<file path="src/rtl/timed_stream_ctrl.sv">
// Timed ADC/DAC stream sequencer: sample-index counter, armed start, run length, fault holdoff.
// Optional TIMED_STREAM_PPS_LOAD_EN: idx_load is deferred to the next pps rising edge.
module timed_stream_ctrl #(
    parameter int unsigned IDX_WIDTH  = 64,
    parameter int unsigned LEN_WIDTH  = 32,
    parameter int unsigned WAIT_WIDTH = 32,
    parameter int unsigned CNT_WIDTH  = 16
) (
    input  logic                  user_clk,
    input  logic                  user_reset,
    input  logic                  sample_tick,
    input  logic                  idx_load,
    input  logic [IDX_WIDTH-1:0]  idx_load_value,
    input  logic                  arm,
    input  logic                  disarm,
    input  logic [IDX_WIDTH-1:0]  start_idx,
    input  logic [LEN_WIDTH-1:0]  run_len,
    input  logic [WAIT_WIDTH-1:0] overflow_wait,
    input  logic                  adc_overflow,
    input  logic                  dac_underflow,
`ifdef TIMED_STREAM_PPS_LOAD_EN
    input  logic                  pps,
    output logic                  load_pending,
`endif
    output logic [IDX_WIDTH-1:0]  sample_idx,
    output logic                  stream_en,
    output logic [1:0]            state,
    output logic                  late_start,
    output logic [CNT_WIDTH-1:0]  fault_count,
    output logic                  done
);

    typedef enum logic [1:0] {
        S_IDLE    = 2'd0,
        S_ARMED   = 2'd1,
        S_RUN     = 2'd2,
        S_RECOVER = 2'd3
    } state_e;

    state_e                state_q, state_d;
    logic [IDX_WIDTH-1:0]  idx_q, idx_d;
    logic [IDX_WIDTH-1:0]  start_q, start_d;
    logic [LEN_WIDTH-1:0]  len_q, len_d;
    logic [LEN_WIDTH-1:0]  run_cnt_q, run_cnt_d;
    logic [LEN_WIDTH-1:0]  run_cnt_inc;
    logic [WAIT_WIDTH-1:0] wait_q, wait_d;
    logic [CNT_WIDTH-1:0]  fcnt_q, fcnt_d;
    logic                  late_q, late_d;
    logic                  en_q, en_d;
    logic                  done_q, done_d;
    logic                  fault;

`ifdef TIMED_STREAM_PPS_LOAD_EN
    logic pps_q;
    logic pend_q, pend_d;

    // A load request waits for the next pps rising edge; a request on that same edge applies at once.
    always_comb begin
        idx_d  = idx_q;
        pend_d = pend_q | idx_load;
        if (pps && !pps_q && (pend_q || idx_load)) begin
            idx_d  = idx_load_value;
            pend_d = 1'b0;
        end else if (sample_tick) begin
            idx_d = idx_q + IDX_WIDTH'(1);
        end
    end

    always_ff @(posedge user_clk) begin
        if (user_reset) begin
            pps_q  <= 1'b0;
            pend_q <= 1'b0;
        end else begin
            pps_q  <= pps;
            pend_q <= pend_d;
        end
    end

    assign load_pending = pend_q;
`else
    always_comb begin
        idx_d = idx_q;
        if (idx_load) begin
            idx_d = idx_load_value;
        end else if (sample_tick) begin
            idx_d = idx_q + IDX_WIDTH'(1);
        end
    end
`endif

    assign fault       = adc_overflow | dac_underflow;
    assign run_cnt_inc = run_cnt_q + LEN_WIDTH'(1);

    always_ff @(posedge user_clk) begin
        if (user_reset) begin
            state_q   <= S_IDLE;
            idx_q     <= '0;
            start_q   <= '0;
            len_q     <= '0;
            run_cnt_q <= '0;
            wait_q    <= '0;
            fcnt_q    <= '0;
            late_q    <= 1'b0;
            en_q      <= 1'b0;
            done_q    <= 1'b0;
        end else begin
            state_q   <= state_d;
            idx_q     <= idx_d;
            start_q   <= start_d;
            len_q     <= len_d;
            run_cnt_q <= run_cnt_d;
            wait_q    <= wait_d;
            fcnt_q    <= fcnt_d;
            late_q    <= late_d;
            en_q      <= en_d;
            done_q    <= done_d;
        end
    end

    always_comb begin
        state_d   = state_q;
        start_d   = start_q;
        len_d     = len_q;
        run_cnt_d = run_cnt_q;
        wait_d    = wait_q;
        fcnt_d    = fcnt_q;
        late_d    = late_q;
        done_d    = 1'b0;
        if (disarm) begin
            state_d = S_IDLE;
        end else begin
            unique case (state_q)
                S_IDLE: begin
                    if (arm) begin
                        start_d = start_idx;
                        len_d   = run_len;
                        late_d  = 1'b0;
                        fcnt_d  = '0;
                        state_d = S_ARMED;
                    end
                end
                S_ARMED: begin
                    if (idx_q >= start_q) begin
                        state_d   = S_RUN;
                        run_cnt_d = '0;
                        late_d    = late_q | (idx_q != start_q);
                    end
                end
                S_RUN: begin
                    if (sample_tick) begin
                        run_cnt_d = run_cnt_inc;
                    end
                    // Completion outranks a simultaneous fault.
                    if (sample_tick && (len_q != '0) && (run_cnt_inc == len_q)) begin
                        state_d = S_IDLE;
                        done_d  = 1'b1;
                    end else if (fault) begin
                        state_d = S_RECOVER;
                        wait_d  = overflow_wait;
                        if (fcnt_q != '1) begin
                            fcnt_d = fcnt_q + CNT_WIDTH'(1);
                        end
                    end
                end
                S_RECOVER: begin
                    // A persisting fault keeps restarting the holdoff, so the stream stays gated.
                    if (fault) begin
                        wait_d = overflow_wait;
                    end else if (wait_q == '0) begin
                        state_d = S_RUN;
                    end else begin
                        wait_d = wait_q - WAIT_WIDTH'(1);
                    end
                end
                default: state_d = S_IDLE;
            endcase
        end
        en_d = (state_d == S_RUN);
    end

    assign sample_idx  = idx_q;
    assign stream_en   = en_q;
    assign state       = state_q;
    assign late_start  = late_q;
    assign fault_count = fcnt_q;
    assign done        = done_q;

endmodule
</file>
<file path="config.mk">
export PLATFORM = sky130hd
export DESIGN_NAME = timed_stream_ctrl
export DESIGN_NICKNAME = d
export VERILOG_FILES = /design/src/rtl/timed_stream_ctrl.sv
export SDC_FILE = /design/constraint.sdc
export NUM_CORES = 1
export LEC_CHECK = 0
export ABC_CLOCK_PERIOD_IN_PS = 4500
export CELL_PAD_IN_SITES_DETAIL_PLACEMENT = 1
export CELL_PAD_IN_SITES_GLOBAL_PLACEMENT = 1
export CORE_MARGIN = 5
export CORE_UTILIZATION = 38
export DETAILED_ROUTE_END_ITERATION = 7
export HOLD_SLACK_MARGIN = 0.1
export PLACE_DENSITY = 0.88
export SYNTH_ARGS = -nofsm -noshare
export SYNTH_HDL_FRONTEND = slang
export SYNTH_SLANG_ARGS = --single-unit
</file>
<file path="constraint.sdc">
create_clock -name user_clk -period 4.5 [get_ports user_clk]
set_input_delay 0.45 -clock user_clk [delete_from_list [all_inputs] [get_ports user_clk]]
set_output_delay 0.45 -clock user_clk [all_outputs]
set_load 0.05 [all_outputs]
</file>
==> qor.csv, run 1 <==
metric,value,unit
fin util,0.496,
Critical Path Sink Type,register,
final slew viol count,0,
Final setup viols,0,
I/O pin cnt,285,
"flops & latches, synth",245,
clock root cell,clkbuf_16,
Fin Setup TNS,0,ns
Die X,205,um
status,"complete, no violations",
Worst Tran Pin Value,0.839,ns
vias in the first global route,16200,
synthesized area,14400,um2
most frequent cells in the layout,"298 x nand2_1, 282 x clkdlybuf4s50_1, 245 x dfxtp_1",
first-pass GRT wire length,87100,um
Setup Skew,0.0291,ns
number of synthesized flops with an enable pin,0,
clock slew at reported path FFs,0.06,ns
overall routing resource usage,0.253,
initial antenna violation count,7,
H-tree depth,1,
Syn Nets,2159,
post-synthesis sequential area ratio,0.340,
final cycle utilization of the critical path,0.889,
clock buffer depth,3,
core area,37600,um2
Post-synth ARST share,0,
Final min period,4.00,ns
Startpoint Class,register,
post-CTS setup buffer count,0,
# DRC,0,
Syn Inst Count,1891,
worst hold margin,0.408,ns
Core Rows,71,
count of final hold-check violations,0,
CTS buffer count,30,
P per Cell Area,318,nW/um2
Synth area leader,dfxtp_1,
"commonest non-fill, non-tap cell in the layout",nand2_1,
unrepaired setup endpoints after global routing,no,
Port-buffer cells,284,
DIE HEIGHT,205,um
CTS Hold Bufs,0,
number of gates resized after CTS,0,
Final HPWL DP,40000,um
final weighted congestion in routability-driven placement,0.937,
CTS tree,built,
1st-pass router iterations,5,
clock latency at the later pin of the worst-skew pair,0.59,ns
Crit Path Max Fanout,28,
vias per cell,5.84,
critical path class,reg -> reg,
share of cells above drive strength 1,0.0540,
final WL,55300,um
mean routed wirelength per cell,21.0,um
Worst Path Arrival,4.52,ns
total die area,42000,um2
top post-synthesis cells by area,"dfxtp_1 34%, nand2_1 7.7%, a21oi_1 7.0%, ha_1 5.9%, nor2_1 4.5%",
Worst Path Required,5.02,ns
number of distinct library cells after synthesis,78,
area delta synth->final,29.0,%
max-cap violations,0,
Starting Density,0.384,
initial DRC count,770,
# clock sinks,245,
HP Class,in -> reg,
yosys warns,0,
Peak VDD IR,0.000268,V
Pleak,6.65,nW
gr ovfl total,0,
maximum clock frequency,250,MHz
Routed Antenna Nets,0,
Final #Nets,2373,
largest net degree at the start of global routing,120,
Yosys top cell area share,0.340,
vias after detailed routing,15400,
Max transition margin,0.440,
Main synth FF type,dfxtp_1,
Syn Area/Cell,7.64,um2
==> cells by family (layout without fill, tap and decap cells) <==
kind of cell,count (synthesis),count (layout),synth area share
buffers and inverters,216,453,0.0621
AO/OA/AOI/OAI,488,488,0.217
other,0,1,0
adder cells (fa/ha/maj),68,68,0.0589
XOR/XNOR,92,92,0.0558
multiplexers,14,14,0.00971
AND/OR/NAND/NOR,768,768,0.257
flip-flops,245,245,0.340
==> final cells by class <==
cell class / count / area, um2
inverter: 92 / 345
sequential: 245 / 4900
fill: 4522 / 19000
timing repair buffer: 306 / 3030
clock buffer: 40 / 858
tap: 511 / 639
antenna: 1 / 2.50
clock inverter: 15 / 183
multi-input combinational: 1430 / 8660
==> stage by stage <==
| stage | total power [W] | worst slack, ns | cells | instance area, um2 |
|---|---|---|---|---|
| after floorplan | 0.00294 | 1.04 | 1891 | 14400 |
| after global placement | 0.00336 | 0.753 | 2584 | 17600 |
| after detailed placement | 0.00340 | 0.550 | 2584 | 17600 |
| after CTS | 0.00595 | 0.513 | 2639 | 18600 |
| after global routing | 0.00614 | 0.298 | 2639 | 18600 |
| final | 0.00591 | 0.498 | 2640 | 18600 |
==> flip-flops by register name, indices dropped and copies added, names as in the netlist <==
signal and count:
done 1, fault_count 16, late_start 1, len_q 32, run_cnt_q 32, sample_idx 64, start_q 64, state 2
stream_en 1, wait_q 32
==> worst paths after layout <==
path	start	to	slack [ns]	cells after the start
worst max-delay path	run_cnt_q[0]$_SDFFE_PP0P_	wait_q[16]$_SDFFE_PP0P_	0.50	10
worst min-delay path	run_len[8]	len_q[8]$_SDFFE_PP0P_	0.41	3
worst max register to register	run_cnt_q[0]$_SDFFE_PP0P_	wait_q[16]$_SDFFE_PP0P_	0.50	10
worst min register to register	start_q[37]$_SDFFE_PP0P_	start_q[37]$_SDFFE_PP0P_	0.45	2
==> cell usage after synthesis (all sizes together), types with 4 or more instances <==
library cell  count
clkbuf           89
o221a            11
nor2            172
a311oi           31
a31oi            21
a211oi           28
and4             19
nand4            65
nor4             33
o211ai           19
and3             24
nor2b             4
o21ai            58
or3              23
dfxtp           245
o21a             10
nand2           299
or2               9
xnor2            45
a21o             22
o311ai            7
or4              22
ha               68
xor2             47
buf              35
nor3             36
a22oi             7
mux2i            14
nand2b            6
a41oi             4
inv              91
a21oi           204
o31ai            35
nand3            39
and2              9
a211o             4
==> worst max-delay path, stage by stage (launching register included) <==
cell and delay, ns:
dfxtp_1 0.47, ha_1 0.37, nand4_1 0.25, or3_1 0.40, a21bo_1 0.21, a2111oi_1 0.42
nand4_1 0.32, or4_4 0.71, nand2_2 0.15, buf_4 0.35, o221a_2 0.26
==> layer usage <==
layer / wire length, um / track usage / up-vias
li1: - / - / 7210
met1: 22700 / 0.310 / 7543
met2: 26900 / 0.439 / 501
met3: 3490 / 0.0554 / 139
met4: 2170 / 0.0923 / 14
met5: 99 / 0 / -
==> power by group <==
group / internal, W / total [W] / switching, W
clock network: 0.00151 / 0.00255 / 0.00103
registers: 0.00225 / 0.00235 / 0.000103
logic: 0.000436 / 0.00101 / 0.000578
Note: power is estimated with default switching activity, not from simulation.
==> run 2, diff against run 1 <==
--- a/config.mk
+++ b/config.mk
@@ -5,11 +5,12 @@
 export SDC_FILE = /design/constraint.sdc
 export NUM_CORES = 1
 export LEC_CHECK = 0
+export ABC_AREA = 1
 export ABC_CLOCK_PERIOD_IN_PS = 4500
 export CELL_PAD_IN_SITES_DETAIL_PLACEMENT = 1
 export CELL_PAD_IN_SITES_GLOBAL_PLACEMENT = 1
 export CORE_MARGIN = 5
-export CORE_UTILIZATION = 38
+export CORE_UTILIZATION = 37
 export DETAILED_ROUTE_END_ITERATION = 7
 export HOLD_SLACK_MARGIN = 0.1
 export PLACE_DENSITY = 0.88
==> run 2 against run 1 <==
First-iteration DRC count grew 36%. Maximum frequency grew 16%. Area after synthesis grew 5.7%. Core utilization shrank 1.6 points. Highest routed layer unchanged. Sequential power grew 2%. Design area grew 5.1%.
==> qor.csv, run 2 <==
metric,value,unit,change
post-synthesis sequential area ratio,0.321,,-0.0183
number of distinct library cells after synthesis,43,,-45%
total die area,45400,um2,+8.1%
M2 GR Usage,0.458,,+0.0187
overall routing resource usage,0.254,,+0.000533
Startpoint Class,register,,
# clock sinks,245,,unchanged
number of synthesized flops with an enable pin,0,,unchanged
Worst Tran Pin Value,1.08,ns,+0.245 ns
gr ovfl total,0,,unchanged
top post-synthesis cells by area,"dfxtp_1 32%, nand2_1 15%, a21oi_1 7.0%, nor2_1 6.1%, ha_1 5.6%",,
max-cap violations,0,,unchanged
unrepaired setup endpoints after global routing,no,,
# DRC,0,,unchanged
clock latency at the later pin of the worst-skew pair,0.57,ns,-0.02 ns
Core Rows,74,,+4.2%
critical path class,reg -> reg,,
area delta synth->final,28.3,%,
Worst Path Arrival,3.85,ns,-0.67 ns
Setup Skew,0.0116,ns,-0.0174 ns
Syn Inst Count,2348,,+24%
most frequent cells in the layout,"622 x nand2_1, 282 x clkdlybuf4s50_1, 245 x dfxtp_1",,
Final #Nets,2857,,+20%
Die X,213,um,+4.0%
Pleak,7.71,nW,+16%
post-CTS setup buffer count,0,,unchanged
CTS buffer count,31,,+3.3%
I/O pin cnt,285,,unchanged
clock buffer depth,3,,unchanged
HP Class,in -> reg,,
GR Util met3,0.0420,,-0.0134
Critical Path Sink Type,register,,
share of total power in sequential cells,0.394,,-0.004
Crit Path Max Fanout,19,,-32%
Yosys top cell area share,0.321,,-0.0183
Final min period,3.45,ns,-0.556 ns
combinational power share,0.187,,+0.016
Peak VDD IR,0.000248,V,-7.4%
core area,40800,um2,+8.7%
Routed Antenna Nets,0,,unchanged
vias in the first global route,18200,,+12%
Worst Path Required,4.91,ns,-0.11 ns
"non-filler cells, final",3144,,+19%
number of gates resized after CTS,0,,unchanged
first-pass GRT wire length,94100,um,+8.0%
Syn Nets,2616,,+21%
Syn Area/Cell,6.50,um2,-15%
final WL,59400,um,+7.3%
NetSw,0.00178,W,+3.5%
Starting Density,0.374,,-0.0105
synthesized area,15300,um2,+5.7%
share of cells above drive strength 1,0.0395,,-0.0145
Final HPWL DP,45000,um,+12%
vias per cell,5.41,,-7.3%
CTS tree,built,,
maximum clock frequency,290,MHz,+16%
"flops & latches, synth",245,,unchanged
"commonest non-fill, non-tap cell in the layout",nand2_1,,
mean routed wirelength per cell,18.9,um,-9.9%
yosys warns,0,,unchanged
Synth area leader,dfxtp_1,,
initial DRC count,1044,,+36%
Hold Startpoint,idx_load,,
fill count,5282,,+17%
largest net degree at the start of global routing,87,,-28%
Sw Ratio,0.291,,+0.000929
final worst slack,1.05,ns,+0.556 ns
"count leader, synth",nand2_1,,
R2R Path Start,sample_idx[7]$_SDFFE_PP0P_,,
DIE HEIGHT,213,um,+4.0%
vias after detailed routing,17000,,+10%
Max transition margin,0.277,,-0.163
1st-pass router iterations,5,,unchanged
Main synth FF type,dfxtp_1,,
CTS Hold Bufs,0,,unchanged
busiest grt layer,met2,,
Fin Setup TNS,0,ns,unchanged
Final setup viols,0,,unchanged
critical path startpoint,sample_idx[7]$_SDFFE_PP0P_,,
status,"complete, no violations",,
commonest cells in the synthesized netlist,"622 x nand2_1, 246 x nor2_1, 245 x dfxtp_1",,
Port-buffer cells,284,,unchanged
H-tree depth,1,,unchanged
placed cells,3088,,+20%
final slew viol count,0,,unchanged
final weighted congestion in routability-driven placement,0.933,,-0.35%
internal power,0.00433,W,+3.1%
Post-synth ARST share,0,,unchanged
P per Cell Area,312,nW/um2,-1.8%
clock root cell,clkbuf_16,,
Clk network pwr share,0.419,,-0.011
pre-CTS setup slack,1.06,ns,+0.510 ns
initial antenna violation count,3,,-4
count of final hold-check violations,0,,unchanged
final cycle utilization of the critical path,0.766,,-0.124
clock slew at reported path FFs,0.06,ns,about the same
met1 Use GR,0.301,,-0.00835
[run 2: final timing paths]
path | to | slack [ns] | cells after the start
worst max-delay path | run_cnt_q[14]$_SDFFE_PP0P_ | 1.05 | 15
worst min-delay path | sample_idx[19]$_SDFFE_PP0P_ | 0.41 | 4
worst max register to register | run_cnt_q[14]$_SDFFE_PP0P_ | 1.05 | 15
worst min register to register | start_q[6]$_SDFFE_PP0P_ | 0.46 | 2
[run 2: layout make-up]
class	instances	area, um2	area share
Multi-Input combinational cell	1782	9120	0.466
Sequential cell	245	4900	0.251
Timing Repair Buffer	301	2990	0.153
Inverter	228	860	0.0439
Clock buffer	42	847	0.0433
Tap cell	532	666	0.0340
Clock inverter	10	175	0.00895
Antenna cell	4	10.0	0.000511
[run 2: cells by family after synthesis]
kind of cell | Yosys count | share of synthesized area
AOI/OAI and AO/OA | 430 | 0.148
xor gates and xnor gates | 92 | 0.0555
adders and majority gates | 68 | 0.0558
buffers and inverters | 321 | 0.0822
DFF | 245 | 0.321
muxes | 6 | 0.00394
and+or+nand+nor | 1186 | 0.333
[run 2: worst max-delay path, stage by stage, from the launching register on]
cell	delay [ns]
dfxtp_1	0.41
ha_1	0.35
nand2_1	0.08
nor2_1	0.17
nand4_1	0.16
nor3_1	0.52
nand3_1	0.14
nor2_1	0.14
nor2_1	0.07
nand2_1	0.14
nand2_1	0.10
nand2_1	0.10
nand2_1	0.34
buf_4	0.37
nand2_1	0.11
a21oi_1	0.07
[run 2: power by group through the flow]
stage	Clock (W)	Combinational, W	Sequential (W)
6_report	0.00256	0.00114	0.00240
2_1_floorplan	0	0.000552	0.00252
3_3_place_gp	0	0.00109	0.00244
3_5_place_dp	0	0.00113	0.00245
4_1_cts	0.00261	0.00115	0.00240
5_1_grt	0.00270	0.00126	0.00242
[run 2: through the flow]
stage / util / hold slack (ns) / total power [W] / instance area (um2)
4_1_cts: 0.479 / 0.373 / 0.00617 / 19600
3_3_place_gp: 0.454 / 0.446 / 0.00353 / 18500
5_1_grt: 0.479 / 0.419 / 0.00637 / 19600
6_report: 0.479 / 0.411 / 0.00610 / 19600
2_1_floorplan: - / 0.433 / 0.00308 / 15300
3_5_place_dp: 0.454 / 0.456 / 0.00358 / 18500
[run 2: metal layers]
metal,wire (um),vias up
li1,-,8215
met1,24200,8206
met2,29500,444
met3,3090,140
met4,2600,2
met5,13,-
==> run 3, diff against run 2 <==
--- a/config.mk
+++ b/config.mk
@@ -6,14 +6,14 @@
 export NUM_CORES = 1
 export LEC_CHECK = 0
 export ABC_AREA = 1
-export ABC_CLOCK_PERIOD_IN_PS = 4500
+export ABC_CLOCK_PERIOD_IN_PS = 2900
 export CELL_PAD_IN_SITES_DETAIL_PLACEMENT = 1
 export CELL_PAD_IN_SITES_GLOBAL_PLACEMENT = 1
 export CORE_MARGIN = 5
-export CORE_UTILIZATION = 37
+export CORE_UTILIZATION = 34
 export DETAILED_ROUTE_END_ITERATION = 7
 export HOLD_SLACK_MARGIN = 0.1
-export PLACE_DENSITY = 0.88
+export PLACE_DENSITY = 0.85
 export SYNTH_ARGS = -nofsm -noshare
 export SYNTH_HDL_FRONTEND = slang
 export SYNTH_SLANG_ARGS = --single-unit
==> constraint.sdc (replaced) <==
create_clock -name user_clk -period 2.9 [get_ports user_clk]
set_input_delay 0.29 -clock user_clk [delete_from_list [all_inputs] [get_ports user_clk]]
set_output_delay 0.29 -clock user_clk [all_outputs]
set_load 0.05 [all_outputs]
==> run 3 against run 2 <==
Combinational power up 70%. Via count is 1.4% higher. Cell count rose by 4.5%. Clock skew is 0.0021 ns higher. Register-to-register slack worse by 0.89 ns. Sequential cell count is the same. Largest cell class unchanged.
==> qor.csv, run 3 (synthesis gave the netlist of run 2 again) <==
metric,value,unit,change
HP Class,in -> reg,,
Final HPWL DP,46800,um,+4.0%
largest net degree at the start of global routing,88,,+1.1%
Critical Path Sink Type,register,,
CTS tree,built,,
final slew viol count,0,,unchanged
vias in the first global route,18500,,+2.1%
Worst Path Required,3.40,ns,-1.51 ns
Hold Crit Depth,3,,-1
Pleak,8.22,nW,+6.7%
critical path class,reg -> reg,,
share of cells above drive strength 1,0.0814,,+0.0419
Final min period,2.74,ns,-0.705 ns
DIE HEIGHT,222,um,+4.1%
Final #Nets,2936,,+2.8%
clock slew at reported path FFs,0.06,ns,about the same
final weighted congestion in routability-driven placement,0.937,,+0.44%
count of final hold-check violations,0,,unchanged
Final setup viols,0,,unchanged
area delta synth->final,34.8,%,
mean routed wirelength per cell,18.6,um,-1.7%
fill count,5744,,+8.7%
Port-buffer cells,284,,unchanged
final instance area,20600,um2,+5.1%
total die area,49200,um2,+8.4%
gr ovfl total,0,,unchanged
final cycle utilization of the critical path,0.945,,+0.179
H-tree depth,1,,unchanged
Routed Antenna Nets,0,,unchanged
Crit Path Max Fanout,5,,-14
P per Cell Area,484,nW/um2,+55%
status,"complete, no violations",,
maximum clock frequency,365,MHz,+26%
1st-pass router iterations,5,,unchanged
I/O pin cnt,285,,unchanged
vias per cell,5.25,,-3.0%
max-cap violations,0,,unchanged
first-pass GRT wire length,96500,um,+2.6%
vias after detailed routing,17200,,+1.4%
Peak VDD IR,0.000455,V,+83%
most frequent cells in the layout,"622 x nand2_1, 282 x clkdlybuf4s50_1, 238 x dfxtp_1",,
initial antenna violation count,5,,+2
core area,44300,um2,+8.5%
Setup Skew,0.0138,ns,+0.00211 ns
overall routing resource usage,0.236,,-0.0184
Worst Tran Pin Value,0.871,ns,-0.213 ns
initial DRC count,768,,-26%
fin util,0.464,,-0.0151
clock root cell,clkbuf_16,,
worst hold margin,0.139,ns,-0.272 ns
Post-DP Area,19200,um2,+3.8%
# DRC,0,,unchanged
Starting Density,0.344,,-0.0294
clock buffer depth,3,,unchanged
# clock sinks,245,,unchanged
Die X,222,um,+4.1%
final WL,61000,um,+2.7%
"commonest non-fill, non-tap cell in the layout",nand2_1,,
Startpoint Class,register,,
Max transition margin,0.418,,+0.141
Worst Path Arrival,3.24,ns,-0.61 ns
clock latency at the later pin of the worst-skew pair,0.58,ns,about the same
CTS buffer count,31,,unchanged
reg2reg path depth,18,,+3
Core Rows,77,,+4.1%
run 3: worst paths after layout:
| path | start | to | slack (ns) |
|---|---|---|---|
| worst max-delay path | run_cnt_q[10]$_SDFFE_PP0P_ | stream_en$_SDFF_PP0_ | 0.16 |
| worst max register to register | run_cnt_q[10]$_SDFFE_PP0P_ | stream_en$_SDFF_PP0_ | 0.16 |
| worst min register to register | late_start$_SDFFE_PP0P_ | late_start$_SDFFE_PP0P_ | 0.45 |
| worst min-delay path | idx_load | sample_idx[7]$_SDFFE_PP0P_ | 0.14 |
run 3: per-stage QoR:
stage	power [W]	worst slack, ns	std cells	TNS (ns)
6_report	0.00997	0.160	3287	0
5_1_grt	0.0104	-0.0346	3287	-0.138
4_1_cts	0.0100	-0.00106	3276	-0.00106
3_5_place_dp	0.00565	0.00795	3219	0
3_3_place_gp	0.00557	0.00517	3219	0
2_1_floorplan	0.00477	0.335	2348	0
run 3: critical path, cell delays in order, from the launching register on:
cell,delay (ns)
dfxtp_1,0.39
buf_4,0.15
nand2_1,0.07
nor2_1,0.15
nand2_1,0.11
nor2_4,0.18
buf_4,0.15
nand2_1,0.05
nand2_1,0.09
nand2_1,0.08
nand2_1,0.07
nand2_1,0.08
nor2_1,0.12
nand2_1,0.09
nor2_4,0.12
nand3_1,0.28
nand3_1,0.16
nand2_1,0.10
a21oi_1,0.18
run 3: metal layers:
layer,GRT usage,up-vias,part of all wire
met1,0.279,8293,0.41
met3,0.0412,139,0.051
met4,0.0923,2,0.043
met5,0,-,0.00023
met2,0.423,438,0.49
li1,-,8372,-
run 3: timing repair:
action                     in CTS  in global routing
resized for setup               1                 34
setup endpoints to repair       2                 95
hold buffers                    0                  0
setup buffers                   0                  8
hold endpoints to repair        0                  0
pin swaps                       0                  7
run 3: layout make-up:
type / instances / area, um2 / area share
Sequential cell: 245 / 4910 / 0.239
Multi-Input combinational cell: 1782 / 9230 / 0.449
Inverter: 228 / 860 / 0.0418
Tap cell: 592 / 741 / 0.0360
Timing Repair Buffer: 380 / 3680 / 0.179
Clock inverter: 16 / 262 / 0.0127
Antenna cell: 3 / 7.51 / 0.000365
Clock buffer: 41 / 883 / 0.0429
run 3: report_power, final:
group / internal, W / switching (W) / leakage [nW] / total [W]
registers: 0.00354 / 0.000135 / 2.01 / 0.00368
clock network: 0.00274 / 0.00161 / 0.566 / 0.00435
logic: 0.000789 / 0.00115 / 5.65 / 0.00194
